File: src/rtl/move_pkg.sv
// Shared definitions for the MOVE step/direction link: state encoding,
// datapath widths and the direction sign encoding used by both link ends.
package move_pkg;

  localparam int POS_W = 16;
  localparam int PER_W = 16;

  localparam logic DIR_INC = 1'b0;
  localparam logic DIR_DEC = 1'b1;

  typedef enum logic [1:0] {
    IDLE  = 2'd0,
    FIRST = 2'd1,
    RUN   = 2'd2
  } state_t;

endpackage

File: src/rtl/move_sync_edge.sv
// Multi-flop synchronizer for a small bus of asynchronous inputs, with a
// rising-edge detector on bit 0 only (the other bits are level signals).
module move_sync_edge #(
  parameter int SYNC_STAGES = 2,
  parameter int W           = 2
) (
  input  logic         clk,
  input  logic         rst_n,
  input  logic [W-1:0] d,
  output logic [W-1:0] q,
  output logic         rise
);

  logic [SYNC_STAGES-1:0][W-1:0] sync_reg;
  logic                          prev_reg;

  always_ff @(posedge clk or negedge rst_n) begin
    if (!rst_n) begin
      sync_reg <= '0;
      prev_reg <= 1'b0;
    end else begin
      sync_reg <= {sync_reg[SYNC_STAGES-2:0], d};
      prev_reg <= sync_reg[SYNC_STAGES-1][0];
    end
  end

  assign q    = sync_reg[SYNC_STAGES-1];
  assign rise = q[0] & ~prev_reg;

endmodule

File: src/rtl/move_rx.sv
// Receive end of the MOVE link: turns the synchronized step/dir stream into
// a live position, a coherent snapshot, a direction sign and a step period.
module move_rx
  import move_pkg::*;
#(
  parameter int               SYNC_STAGES = 2,
  parameter logic [PER_W-1:0] TIMEOUT     = 16'hFFFF,
  parameter logic [PER_W-1:0] MIN_PERIOD  = 16'd4
) (
  input  logic             clk,
  input  logic             rst_n,
  input  logic             i_step,
  input  logic             i_dir,
  input  logic             syncpulse,
  input  logic             i_clr,
  output logic [POS_W-1:0] o_pos,
  output logic [POS_W-1:0] o_fid,
  output logic             o_sign,
  output logic [PER_W-1:0] o_period,
  output logic             o_period_vld,
  output logic             o_moving,
  output logic             o_overspeed
);

  state_t           state_reg, state_next;
  logic [PER_W-1:0] cnt_reg;
  logic [1:0]       sync_q;
  logic             step_rise;
  logic             dir_s;
  logic             evt;
  logic             same_dir;
  logic             timeout_hit;
  logic             measure;
  logic             period_clear;
  logic [PER_W:0]   per_meas;
  logic [POS_W-1:0] pos_next;

  move_sync_edge #(
    .SYNC_STAGES(SYNC_STAGES),
    .W          (2)
  ) u_sync (
    .clk  (clk),
    .rst_n(rst_n),
    .d    ({i_dir, i_step}),
    .q    (sync_q),
    .rise (step_rise)
  );

  // A clear in the same cycle swallows the step event.
  assign dir_s       = sync_q[1];
  assign evt         = step_rise & ~i_clr;
  assign same_dir    = (dir_s == o_sign);
  assign timeout_hit = (cnt_reg == TIMEOUT);
  assign per_meas    = {1'b0, cnt_reg} + (PER_W+1)'(1);

  always_comb begin
    pos_next = o_pos;
    if (i_clr) begin
      pos_next = '0;
    end else if (evt) begin
      pos_next = (dir_s == DIR_DEC) ? o_pos - POS_W'(1) : o_pos + POS_W'(1);
    end
  end

  always_ff @(posedge clk or negedge rst_n) begin
    if (!rst_n) begin
      state_reg <= IDLE;
    end else begin
      state_reg <= state_next;
    end
  end

  always_comb begin
    state_next = state_reg;
    if (i_clr) begin
      state_next = IDLE;
    end else begin
      case (state_reg)
        IDLE:      if (evt) state_next = FIRST;
        FIRST,
        RUN: begin
          if (evt)              state_next = same_dir ? RUN : FIRST;
          else if (timeout_hit) state_next = IDLE;
        end
        default:   state_next = IDLE;
      endcase
    end
  end

  always_comb begin
    o_moving     = (state_reg == RUN);
    measure      = evt & same_dir & (state_reg != IDLE);
    period_clear = ~evt & timeout_hit & (state_reg == RUN);
  end

  always_ff @(posedge clk or negedge rst_n) begin
    if (!rst_n) begin
      cnt_reg      <= '0;
      o_pos        <= '0;
      o_fid        <= '0;
      o_sign       <= 1'b0;
      o_period     <= '0;
      o_period_vld <= 1'b0;
      o_overspeed  <= 1'b0;
    end else begin
      o_pos        <= pos_next;
      o_period_vld <= 1'b0;
      if (syncpulse) o_fid <= pos_next;
      if (i_clr) begin
        cnt_reg     <= '0;
        o_period    <= '0;
        o_overspeed <= 1'b0;
      end else begin
        if (evt) o_sign <= dir_s;
        if (evt || state_next == IDLE) cnt_reg <= '0;
        else if (!timeout_hit)         cnt_reg <= cnt_reg + PER_W'(1);
        if (measure) begin
          o_period     <= per_meas[PER_W-1:0];
          o_period_vld <= 1'b1;
          if (per_meas < {1'b0, MIN_PERIOD}) o_overspeed <= 1'b1;
        end else if (period_clear) begin
          o_period <= '0;
        end
      end
    end
  end

endmodule

File: config.mk
export PLATFORM = sky130hd
export DESIGN_NAME = move_rx
export DESIGN_NICKNAME = d
export VERILOG_FILES = /design/src/rtl/move_pkg.sv /design/src/rtl/move_sync_edge.sv /design/src/rtl/move_rx.sv
export SDC_FILE = /design/constraint.sdc
export NUM_CORES = 1
export LEC_CHECK = 0
export ABC_AREA = 1
export ABC_CLOCK_PERIOD_IN_PS = 2600
export BUFFER_PORTS_ARGS = -buffer_cell sky130_fd_sc_hd__buf_2
export CAP_MARGIN = 10
export CORE_ASPECT_RATIO = 1.2
export CORE_UTILIZATION = 50
export CTS_BUF_LIST = sky130_fd_sc_hd__clkbuf_4 sky130_fd_sc_hd__clkbuf_8 sky130_fd_sc_hd__clkbuf_16
export DETAILED_ROUTE_END_ITERATION = 8
export PLACE_DENSITY = 0.71
export SLEW_MARGIN = 20
export SYNTH_ARGS = -nofsm -noshare
export SYNTH_HDL_FRONTEND = slang
export SYNTH_HIERARCHICAL = 1
export SYNTH_SLANG_ARGS = --single-unit
File: constraint.sdc
create_clock -name clk -period 2.6 [get_ports clk]
set_input_delay 0.52 -clock clk [delete_from_list [all_inputs] [get_ports clk]]
set_output_delay 0.52 -clock clk [all_outputs]
set_load 0.1 [all_outputs]
==> impl.org, run 1 <==
** Floorplan
- # IOs :: 58
- Die width :: 86.2 um
- The die is 103 um tall.
- Effective utilization at floorplan :: 51.9%
- The total area inside the core boundary comes to 8200 um2.
- After floorplanning, the core was divided into 36 placement rows.
- Die Area :: 8880 um2

** Detailed routing
- First DRT Iteration DRCs :: 204
- Detailed Route WL :: 10600 um
- The routed layout has 3841 vias.
- In the routed layout, each cell is associated on average with a via count of 5.20.
- Dividing the detail-routed wire length by the instance count gives 14.4 um.
- In the routed design, unresolved DRC markers number 0.
- The count of nets left with antenna violations once routing finished came out at 0.
- The first detailed-routing pass took 5 iterations.

** Setup path
- List of cells traversed by the critical path :: buf_4 -> ha_1 -> nand2_1 -> inv_1 -> a21oi_1 -> nand2_1 -> nand2_1 -> nand2_1 -> nand2_1 -> inv_1 -> o21ai_0 -> nand3_1 -> nand2_1
- Endpoint arrival time on the critical path :: 2.55 ns
- Crit Reg-Reg Startpoint :: u_sync/q[1]$_DFF_PN0_
- Data required time at the worst endpoint :: 2.90 ns
- Most repeated library cell on the critical path :: sky130_fd_sc_hd__nand2_1
- Crit path capture type :: flop
- R2r setup slk :: 0.35 ns
- The worst setup path is of the flop to flop kind.
- Count of cells along the worst register-to-register path :: 13
- The worst register-to-register path ends at o_fid[11]$_DFFE_PN0P_.
- On the critical path, the stage with the largest delay is an instance of sky130_fd_sc_hd__dfrtp_1.
- STA classifies the critical path startpoint as a flop.
- For this run, the slowest stage of the critical path takes 0.46 ns.
- Largest fanout on the critical path :: 11

** Logic synthesis
- Post-Syn Instances :: 558
- Syn Area/Cell :: 7.62 um2
- After synthesis the cells add up to 4250 um2.
- Counting every net in the synthesized netlist gives 583.
- Yosys synthesis warning count :: 6

** Clock tree
- Number of buffers created by CTS :: 9
- In this run the deepest clock path goes through 2 buffers.
- In this run the number of H-tree levels came out at 3.
- Resized Gates After CTS :: 0
- Hold buffer count at CTS :: 0
- Buffer cell driving the clock tree root :: sky130_fd_sc_hd__clkbuf_8
- CTS saw 74 sinks.
- Worst-Skew Late Latency :: 0.36 ns
- TritonCTS built the clock tree.
- After clock tree synthesis, the clock-pin slew on the worst setup and hold paths is 0.08 ns.
- Post-CTS setup repair buffer count :: 0

** Timing
- Maximum frequency from static timing analysis :: 445 MHz
- In the finished design, the share of the clock period the worst path needs comes to 86.4%.
- Setup repair after global routing left no endpoint under its margin.
- The count of final hold-check violations came to 0.
- Final count of pins violating max slew :: 0
- For the finished layout, the period the worst path requires is 2.25 ns.
- Setup total negative slack on the finished layout was measured at 0 ns.
- Measured slew at the worst slew-check pin :: 0.920 ns
- Headroom to the max-slew limit came out at 38.6%.
- Final setup viols :: 0
- The clock arrives with 0.00574 ns of skew.

** Pwr
- Portion of total power attributed to the clock network :: 35.0%
- Switching power summed over all nets :: 1100 uW
- Maximum VDD drop :: 363 uV
- In this run, flip-flops and latches consume 41.0% of the power.
- Internal power comes to 1920 uW.
- Gate power share :: 24.0%
- In this run the power density over the cells is 619 nW/um2.
- Leakage :: 0.00260 uW
- Switching part of the total :: 36.5%

** Global route
- Global-route wire length before repair :: 17700 um
- After global routing the overflow that remains totals 0.
- Pin count of the biggest net entering global routing :: 75
- The via count of the first global-routing pass came to 3855.
- GRT Util Overall :: 26.3%
- The initial antenna violation count was 0.

** Layout
- Most used cells in the layout excluding fill and tap cells :: sky130_fd_sc_hd__nand2_1 (159), sky130_fd_sc_hd__inv_1 (82), sky130_fd_sc_hd__dfrtp_1 (74), sky130_fd_sc_hd__buf_2 (56), sky130_fd_sc_hd__nor2_1 (43)
- The post-route netlist has 17.1% of its cells at a drive strength greater than 1.
- Fill cell count :: 758
- Final non-filler cell area :: 4890 um2
- The number of antenna diodes in the final layout is 0.
- Number of nets in the layout :: 644
- Compared with the post-synthesis result, the final layout area differs by 14.9%.
- Leaving out fill and tap cells, the most frequent cell in the layout is sky130_fd_sc_hd__nand2_1.

** Placed design
- At the end of routability-driven placement, the weighted congestion stood at 0.899.
- The placed instances occupy a cell area of 4650 um2.
- HPWL Detailed :: 7680 um
- Port buffering added 57 buffers.

** Min path
- Hold/Removal Path Class :: input port to flop
- The path with the worst hold slack has its endpoint at u_sync/sync_reg[0]$_DFF_PN0_.
- WHS Path Cells :: 1
- The startpoint identified for the worst hold timing path is i_step.

** Job
- Max-cap violations in this run came to 0.

** Status
- The flow ran to the end, and the final reports show no timing, DRC or antenna violations.
cell type report:
cell class                 instances  area (um2)  share of cell area (%)
multi-input combinational        386        2010                    41.2
sequential                        74        1850                    37.9
timing repair buffer              62         325                    6.66
inverter                          86         323                    6.61
tap                              114         143                    2.92
clock buffer                      10         138                    2.82
clock inverter                     6        95.1                    1.95
layer usage:
metal / track usage, % / vias to the layer above / wire [um] / share of wire (%)
met2: 47.7 / 119 / 5510 / 52
met1: 29.6 / 1799 / 4290 / 40
met3: 4.80 / 23 / 504 / 4.7
met4: 13.6 / 0 / 333 / 3.1
met5: 0 / - / 0 / 0
li1: - / 1900 / - / -
through the flow:
step	setup slack, ns	utilization (%)	hold slack [ns]	cells	power, uW
after floorplan	0.129	-	0.224	558	1840
after global placement	0.337	56.8	0.335	722	1980
after detailed placement	0.278	56.8	0.339	722	1980
after CTS	0.378	59.6	0.244	738	3040
after global routing	0.195	59.6	0.241	738	3150
final	0.353	59.6	0.255	738	3030
critical path, delay by kind of cell, from the launching register on:
kind	cells	cell delay, ns
DFF	1	0.46
adders and majority gates	1	0.34
AOI/OAI and AO/OA	2	0.38
buffers and inverters	3	0.31
and+or+nand+nor	7	0.70
worst max path at each step:
stage                                start                  endpoint  slack [ns]
CTS                  u_sync/q[1]$_DFF_PN0_     o_fid[11]$_DFFE_PN0P_        0.38
detailed placement                   i_clr   o_period[1]$_DFFE_PN0P_        0.28
global route        cnt_reg[0]$_DFFE_PN0P_    cnt_reg[3]$_DFFE_PN0P_        0.20
global placement                     i_clr  o_period[11]$_DFFE_PN0P_        0.34
floorplan               o_pos[0]$_DFF_PN0_      o_fid[6]$_DFFE_PN0P_        0.13
finish               u_sync/q[1]$_DFF_PN0_     o_fid[11]$_DFFE_PN0P_        0.35
power groups by stage:
stage / Combinational (uW) / Clock [uW] / Sequential [uW]
after global routing: 784 / 1120 / 1240
after floorplan: 263 / 0 / 1570
after detailed placement: 723 / 0 / 1260
after global placement: 716 / 0 / 1260
final: 726 / 1060 / 1240
after CTS: 727 / 1070 / 1240
(Power assumes the default switching activity.)
==> run 2: changes to the inputs <==
ABC_AREA = not set   (was 1)
PLACE_DENSITY = 0.83   (was 0.71)
==> run 2 against run 1 <==
Effect of this change: clock power is 16% lower; largest power group unchanged; clock skew is 0.0019 ns higher; via count down 20%; critical endpoint is now o_fid[14]$_DFFE_PN0P_; worst setup slack lost 0.25 ns; global-route usage fell by 3.1 points; critical path depth shrank 4; critical path type unchanged.
==> impl.org, run 2 <==
** Layout
- From synthesis to final layout, the design area changed by 18.3%.
- Most used cells in the layout excluding fill and tap cells :: sky130_fd_sc_hd__dfrtp_1 (64), sky130_fd_sc_hd__buf_2 (57), sky130_fd_sc_hd__nand2_1 (41), sky130_fd_sc_hd__o21ai_0 (27)
- Multi-input gate area :: 1980 um2
- Most common cell after layout, fill and taps aside :: sky130_fd_sc_hd__dfrtp_1
- Fill cell count :: 623
- The repair_antennas step left the layout with diodes totalling 0.
- Number of nets in the layout :: 475
- In the final layout, the share of cells above drive strength 1 is 28.2%.
- Filler-free cell count of the finished design :: 544
- In the final layout, flip-flops and latches occupy 1870 um2.

** Logic synthesis
- Syn_nets :: 411
- The Yosys step of the flow raised 6 warnings.
- Syn Area/Cell :: 10.1 um2
- Post-Syn Instances :: 386
- Total standard cell area after synthesis :: 3910 um2

** Timing
- Hold violation count in the final report :: 0
- Worst rel slew slack :: 55.5%
- Minimum clock period :: 2.50 ns
- Summed over all failing endpoints, the final setup total negative slack is 0 ns.
- At the pin with the least slew margin, the transition time is 0.668 ns.
- Setup violations remaining at the end of the flow were counted as 0.
- For the final database, setup skew stands at 0.00764 ns.
- Setup slack on the critical path of the routed design comes to 0.104 ns.
- For this run, the top clock speed supported by timing is 401 MHz.
- Portion of the clock cycle consumed by the worst path in the final layout :: 96.0%
- Final count of pins violating max slew :: 0
- RSZ-0062 raised after global routing :: yes
- Worst hold slack :: 0.203 ns

** Global route
- After global routing the overflow that remains totals 0.
- Number of antenna violations at the first check in global routing :: 0
- Global routing used 23.2% of the available tracks.
- Entering global routing, the biggest net connects 47 pins.
- Global-route wire length before repair :: 14500 um
- Via count of the first global-routing pass :: 3128

** Detailed routing
- First DRT Iteration DRCs :: 140
- Detailed Route WL :: 8710 um
- DRT antenna net count :: 0
- Overall via count from detail_route :: 3065
- Detailed Routing Iterations Pass 1 :: 4
- DRC violations left :: 0
- In the routed layout, each cell is associated on average with a via count of 5.63.
- In the final routed layout, each cell accounts on average for 16.0 um.

** Floorplan
- The floorplan step defined a die boundary enclosing 8180 um2.
- The die is 82.7 um wide.
- In this run the vertical extent of the chip is 98.9 um.
- In this run the core area contains 34 standard-cell rows.
- Effective utilization at floorplan :: 52.8%
- # IOs :: 58
- The region available for standard cell placement spans 7400 um2.

** Setup path
- The worst setup path is launched from a flop.
- Endpoint arrival time on the critical path :: 2.78 ns
- Largest fanout on the critical path :: 12
- At the worst endpoint, the required time is 2.89 ns.
- Kind of critical path :: flop to flop
- Measured in cells, the most critical reg-to-reg path has a length of 9.
- The worst setup path is captured at a flop.

** Pwr
- In this run the static leakage power is 0.00221 uW.
- Switching part of the total :: 35.9%
- Gate power share :: 27.5%
- Power per cell area :: 638 nW/um2
- Per report_power, the sequential group accounts for 42.4% of the total.
- The completed layout was analyzed and its total power is 2950 uW.
- Maximum VDD drop :: 394 uV
- Internal power comes to 1890 uW.
- Switching power summed over all nets :: 1060 uW
- In this run, the clock network consumes 30.1% of the power.

** Placed design
- After legalization and detailed placement, the total HPWL measured 6350 um.
- The congestion estimate from routability-driven global placement came to 0.882.
- OpenSTA, run right after detailed placement, puts the worst setup slack at 0.0628 ns.
- Including well taps, the total number of placed cells is 529.
- Number of I/O port buffers :: 57

** Clock tree
- TritonCTS built the clock tree.
- Clock tree synthesis inserted a total of 9 buffers.
- Hold buffer count at CTS :: 0
- Buffer cell driving the clock tree root :: sky130_fd_sc_hd__clkbuf_8
- Number of levels in the clock H-tree :: 3
- After clock tree synthesis, the clock-pin slew on the worst setup and hold paths is 0.07 ns.
- CTS Sinks :: 74
- Worst-Skew Late Latency :: 0.35 ns
- Buffer depth of the longest clock path :: 2

** Min path
- The min-delay analysis places its worst path in the category input port to async pin.

** Status
- The run finished with clean final reports.

** Job
- Maxcap violations :: 0
[run 2: cell count changes in the layout (fill, tap and decap cells not counted), moves of 8 or more]
cell	before	now
sky130_fd_sc_hd__mux2_2	0	13
sky130_fd_sc_hd__xnor2_1	8	18
sky130_fd_sc_hd__o22ai_1	12	1
sky130_fd_sc_hd__nor2_1	43	24
sky130_fd_sc_hd__nand2_1	159	41
sky130_fd_sc_hd__mux2i_1	0	10
sky130_fd_sc_hd__nand3_1	34	14
sky130_fd_sc_hd__inv_1	82	12
sky130_fd_sc_hd__nor2_2	13	1
sky130_fd_sc_hd__dfrtp_1	74	64
sky130_fd_sc_hd__dfrtp_2	0	8
[run 2: layout make-up]
class,count,area share [%]
clock inverter,3,0.865
multi-input combinational,281,42.9
inverter,12,0.973
clock buffer,12,3.30
tap,90,2.43
sequential,74,40.4
timing repair buffer,72,9.14
[run 2: final timing paths]
| check | from | to | slack [ns] |
|---|---|---|---|
| setup / recovery | u_sync/q[1]$_DFF_PN0_ | o_fid[14]$_DFFE_PN0P_ | 0.10 |
| hold / removal | rst_n | o_fid[11]$_DFFE_PN0P_ | 0.20 |
| setup reg to reg | u_sync/q[1]$_DFF_PN0_ | o_fid[14]$_DFFE_PN0P_ | 0.10 |
| hold reg to reg | u_sync/sync_reg[1]$_DFF_PN0_ | u_sync/q[1]$_DFF_PN0_ | 0.36 |
| max in group asynchronous | rst_n | u_sync/q[1]$_DFF_PN0_ | 1.72 |
| min in group clk | i_dir | u_sync/sync_reg[1]$_DFF_PN0_ | 0.28 |
[run 2: metrics by stage]
stage          instance area (um2)  utilization (%)
5_1_grt                       4630             62.5
3_5_place_dp                  4380             59.1
6_report                      4630             62.5
3_3_place_gp                  4380             59.1
2_1_floorplan                 3930                -
4_1_cts                       4570             61.7
[run 2: what timing repair did]
action / CTS / global route
resized for setup: 0 / 14
endpoints found under the hold margin: 0 / 0
setup buffers: 0 / 0
endpoints found under the setup margin: 0 / 9
[run 2: critical path, cell delays in order (launching register included)]
cell,delay [ns]
sky130_fd_sc_hd__dfrtp_2,0.45
sky130_fd_sc_hd__buf_4,0.22
sky130_fd_sc_hd__ha_1,0.39
sky130_fd_sc_hd__and3_4,0.23
sky130_fd_sc_hd__a31oi_1,0.09
sky130_fd_sc_hd__o21ai_0,0.08
sky130_fd_sc_hd__a31oi_1,0.08
sky130_fd_sc_hd__or3b_2,0.46
sky130_fd_sc_hd__a41oi_1,0.26
sky130_fd_sc_hd__mux2_2,0.19
[run 2: per-layer routing]
layer  share of wire (%)  up-vias  global-route usage, %  wire length (um)
met4                 1.8        0                   7.96               159
met5                   0        -                      0                 0
met3                 3.1       14                   5.00               266
met1                  42     1511                   27.6              3650
li1                    -     1480                      -                 -
met2                  53       60                   40.4              4640
[run 2: power groups by stage]
stage | logic (uW) | clock network [uW] | registers, uW
2_1_floorplan | 261 | 0 | 1640
6_report | 811 | 889 | 1250
3_5_place_dp | 795 | 0 | 1270
5_1_grt | 863 | 958 | 1260
3_3_place_gp | 785 | 0 | 1270
4_1_cts | 797 | 916 | 1250
==> run 3: changes to the inputs <==
SYNTH_HIERARCHICAL = not set   (was 1)
==> run 3 against run 2 <==
Effect of this change: the flow now finishes with violations (design-rule violations); total power rose by 2.9%; via count rose by 11%; synthesized cell count rose by 8.8%; utilization fell by 1.5 points; global-route usage rose by 0.28 points; largest cell class unchanged; highest routed layer unchanged.
==> impl.org, run 3 <==
** Setup path
- The worst setup path is launched from a flop.
- List of cells traversed by the critical path :: inv_1 -> fa_2 -> nor2b_2 -> o21a_1 -> o21ai_2 -> a2111oi_4 -> buf_4 -> a31oi_1 -> mux2i_1 -> a31oi_1
- Broken down by cell family, the worst path's largest delay share belongs to compound AO/OA/AOI/OAI gates.
- The worst setup path is captured at a flop.
- Data required time at the worst endpoint :: 2.80 ns
- Worst Path Buf+Inv :: 2
- Kind of critical path :: flop to flop
- The slowest stage of the critical path belongs to the cell sky130_fd_sc_hd__a2111oi_4.
- Delay of the slowest cell on the worst path :: 0.47 ns
- Largest fanout on the critical path :: 7
- Endpoint arrival time on the critical path :: 2.75 ns
- The cell that appears most often on the critical path is sky130_fd_sc_hd__a31oi_1.

** Timing
- RSZ-0062 raised after global routing :: yes
- Final setup viols :: 0
- In the finished design, the share of the clock period the worst path needs comes to 98.1%.
- Hold is met by 0.278 ns.
- At the pin with the least slew margin, the transition time is 0.849 ns.
- Worst rel slew slack :: 43.4%
- Hold violation count in the final report :: 0
- Maximum frequency from static timing analysis :: 392 MHz
- Setup clock skew after layout :: 0.00659 ns
- The worst path in the final design needs a cycle of 2.55 ns, including I/O delays and setup.
- The final-report max-slew violation count is 0.
- The worst path meets setup with 0.0492 ns of slack.

** Global route
- The initial antenna violation count is 0.
- For this run the aggregate overflow at the end of global routing stands at 0.
- Global-route wire length before repair :: 15600 um
- Across every metal layer, demand over resource in global routing totals 23.5%.
- Pin count of the biggest net entering global routing :: 70
- Via count of the first global-routing pass :: 3290

** Clock tree
- Counting along the longest clock path gives a buffer depth of 2.
- Counting every sink on the clock net gives 74.
- Clock input transition at the sequential cells of the worst setup and hold paths :: 0.08 ns
- Post-CTS setup repair buffer count :: 0
- Buffer cell driving the clock tree root :: sky130_fd_sc_hd__clkbuf_8
- Number of buffers created by CTS :: 9
- TritonCTS built the clock tree.
- Number of levels in the clock H-tree :: 3
- Worst-Skew Late Latency :: 0.34 ns

** Floorplan
- Die Area :: 8430 um2
- Once the floorplan was initialized, standard cells occupied 52.0% of the core.
- In this run the horizontal extent of the chip is 84.0 um.
- From bottom edge to top edge, the die measures 100 um.
- # IOs :: 58
- Standard-cell rows :: 35
- After floorplanning, the core was sized to cover 7750 um2.

** Logic synthesis
- For this run, the leading register cell type out of synthesis is sky130_fd_sc_hd__dfrtp_1.
- Flops & latches, synth :: 74
- The share of the Yosys chip area taken by registers is 45.9%.
- Largest family of logic cells by synthesized area :: compound AO/OA/AOI/OAI gates
- Cell accounting for the most synthesized area :: sky130_fd_sc_hd__dfrtp_1
- Number of flops mapped to enable cells by yosys :: 0
- The synthesized netlist occupies a cell area of 4030 um2.
- Synthesis produced a netlist whose cell count is 420.
- Top-area cell type share of the netlist area :: 45.9%
- Summing the areas of all compound-gate instances in the mapped netlist gives 18.0% of the synthesized area.
- After synthesis, the mean cell area works out to 9.60 um2.
- Fraction of the mapped netlist area in adder cells :: 6.08%
- Area share of xor/xnor cells in the synthesized design :: 5.65%
- Library cell with the highest instance count after synthesis :: sky130_fd_sc_hd__dfrtp_1
- In the post-synthesis netlist, the biggest area contributors are sky130_fd_sc_hd__dfrtp_1 (46%), sky130_fd_sc_hd__ha_1 (5.6%), sky130_fd_sc_hd__nand2_1 (4.9%), sky130_fd_sc_hd__o21ai_0 (4.5%), sky130_fd_sc_hd__nor2_1 (3.2%).
- During synthesis, Yosys emitted a total of 0 warnings.
- Synthesis produced a netlist with a net count of 445.
- Summing the areas of all and, or, nand and nor instances in the mapped netlist gives 17.8% of the synthesized area.
- Of all flip-flops after synthesis, the portion carrying an async set or reset was 100%.
- After synthesis, the netlist uses 57 different library cells.
- Synth cell count leaders :: sky130_fd_sc_hd__dfrtp_1 (74), sky130_fd_sc_hd__nand2_1 (53), sky130_fd_sc_hd__o21ai_0 (36)
- Proportion of synthesized area in mux cells :: 2.73%

** Layout
- With fillers left out, the area of the finished cells amounts to 4730 um2.
- Filler-free cell count of the finished design :: 576
- Area grow syn2layout :: 17.3%
- In the final layout, the share of cells above drive strength 1 is 28.3%.
- Number of nets in the layout :: 504
- Share of the core filled with cells :: 61.0%
- The repair_antennas step left the layout with diodes totalling 0.
- In the layout the commonest cells are sky130_fd_sc_hd__dfrtp_1 (61), sky130_fd_sc_hd__buf_2 (56), sky130_fd_sc_hd__nand2_1 (53), sky130_fd_sc_hd__o21ai_0 (35), sky130_fd_sc_hd__nor2_1 (33).
- Leaving out fill and tap cells, the most frequent cell in the layout is sky130_fd_sc_hd__dfrtp_1.

** Placed design
- Post-Place Cells :: 560
- Cell Area, Placed :: 4440 um2
- At the placement stage, the worst setup path has a slack of 0.0508 ns.
- Number of I/O port buffers :: 57
- Global placer's final weighted congestion :: 0.997
- The wire-length estimate of the detail-placed layout is 6780 um.

** Pwr
- Leakage :: 0.00226 uW
- Maximum VDD drop :: 449 uV
- Power per cell area :: 642 nW/um2

** Detailed routing
- Detailed Route WL :: 9600 um
- Using the TritonRoute via totals, the vias-per-cell ratio works out to 5.90.
- For this run, design rule violations remaining after detail routing come to 2.
- After detailed routing, the average wire length per cell comes to 16.7 um.
- The detail route stage leaves a number of antenna-violating nets equal to 0.
- First DRT Iteration DRCs :: 172
- The first detailed-routing pass took 6 iterations.
- The final route contains 3397 vias.

** Status
- Failing checks :: design-rule violations
- Result of the run :: finished with violations

** Job
- Max-cap violations in this run came to 0.

** Min path
- The tightest min-delay check is of the input port to async pin type.
run 3: worst reg2reg max path: cells and delay by family, from the launching register on:
| family | cells | cell delay, ns |
|---|---|---|
| AOI/OAI and AO/OA | 5 | 0.96 |
| DFF | 1 | 0.45 |
| adders and majority gates | 1 | 0.37 |
| buffers and inverters | 2 | 0.31 |
| muxes | 1 | 0.21 |
| and+or+nand+nor | 1 | 0.12 |
run 3: layout make-up:
class	instances	area, um2
Tap cell	92	115
Fill cell	665	3020
Sequential cell	74	1870
Multi-Input combinational cell	312	2080
Inverter	13	48.8
Timing Repair Buffer	69	378
Clock inverter	4	72.6
Clock buffer	12	165
run 3: worst paths after layout:
check / startpoint / endpoint / slack (ns) / depth (start not counted)
setup / recovery: u_sync.q[1]$_DFF_PN0_ / o_fid[14]$_DFFE_PN0P_ / 0.05 / 10
hold / removal: rst_n / o_period[3]$_DFFE_PN0P_ / 0.28 / 1
setup reg to reg: u_sync.q[1]$_DFF_PN0_ / o_fid[14]$_DFFE_PN0P_ / 0.05 / 10
hold reg to reg: u_sync.sync_reg[0]$_DFF_PN0_ / u_sync.q[0]$_DFF_PN0_ / 0.36 / 0
max in group asynchronous: rst_n / o_pos[0]$_DFF_PN0_ / 1.68 / 1
min in group clk: i_step / u_sync.sync_reg[0]$_DFF_PN0_ / 0.28 / 1
run 3: what timing repair did:
item / CTS / global route
hold buffers: 0 / 0
endpoints found under the setup margin: 0 / 11
resized for setup: 0 / 11
run 3: logic make-up (layout without fill, tap and decap cells):
kind of cell | count (synthesis) | in the layout
xor+xnor | 26 | 26
fa+ha+maj | 19 | 19
simple gates | 147 | 147
buf+inv | 34 | 98
flops | 74 | 74
compound gates | 110 | 110
mux | 10 | 10
run 3: metrics by stage:
stage	TNS, ns	power [uW]
after global routing	-0.265	3150
final	0	3040
after detailed placement	0	2000
after floorplan	-0.0273	1840
after CTS	0	3040
after global placement	0	1980
run 3: power breakdown:
part,switching [uW],total [uW],internal [uW]
clock network,425,1040,618
registers,40.8,1250,1200
logic,583,750,167
run 3: layer usage:
layer  vias up  track usage, %  wire (um)
li1       1601               -          -
met1      1675            26.6       3790
met2       102            43.5       5180
met3        19            4.11        398
met4         0            9.95        233
met5         -               0          0
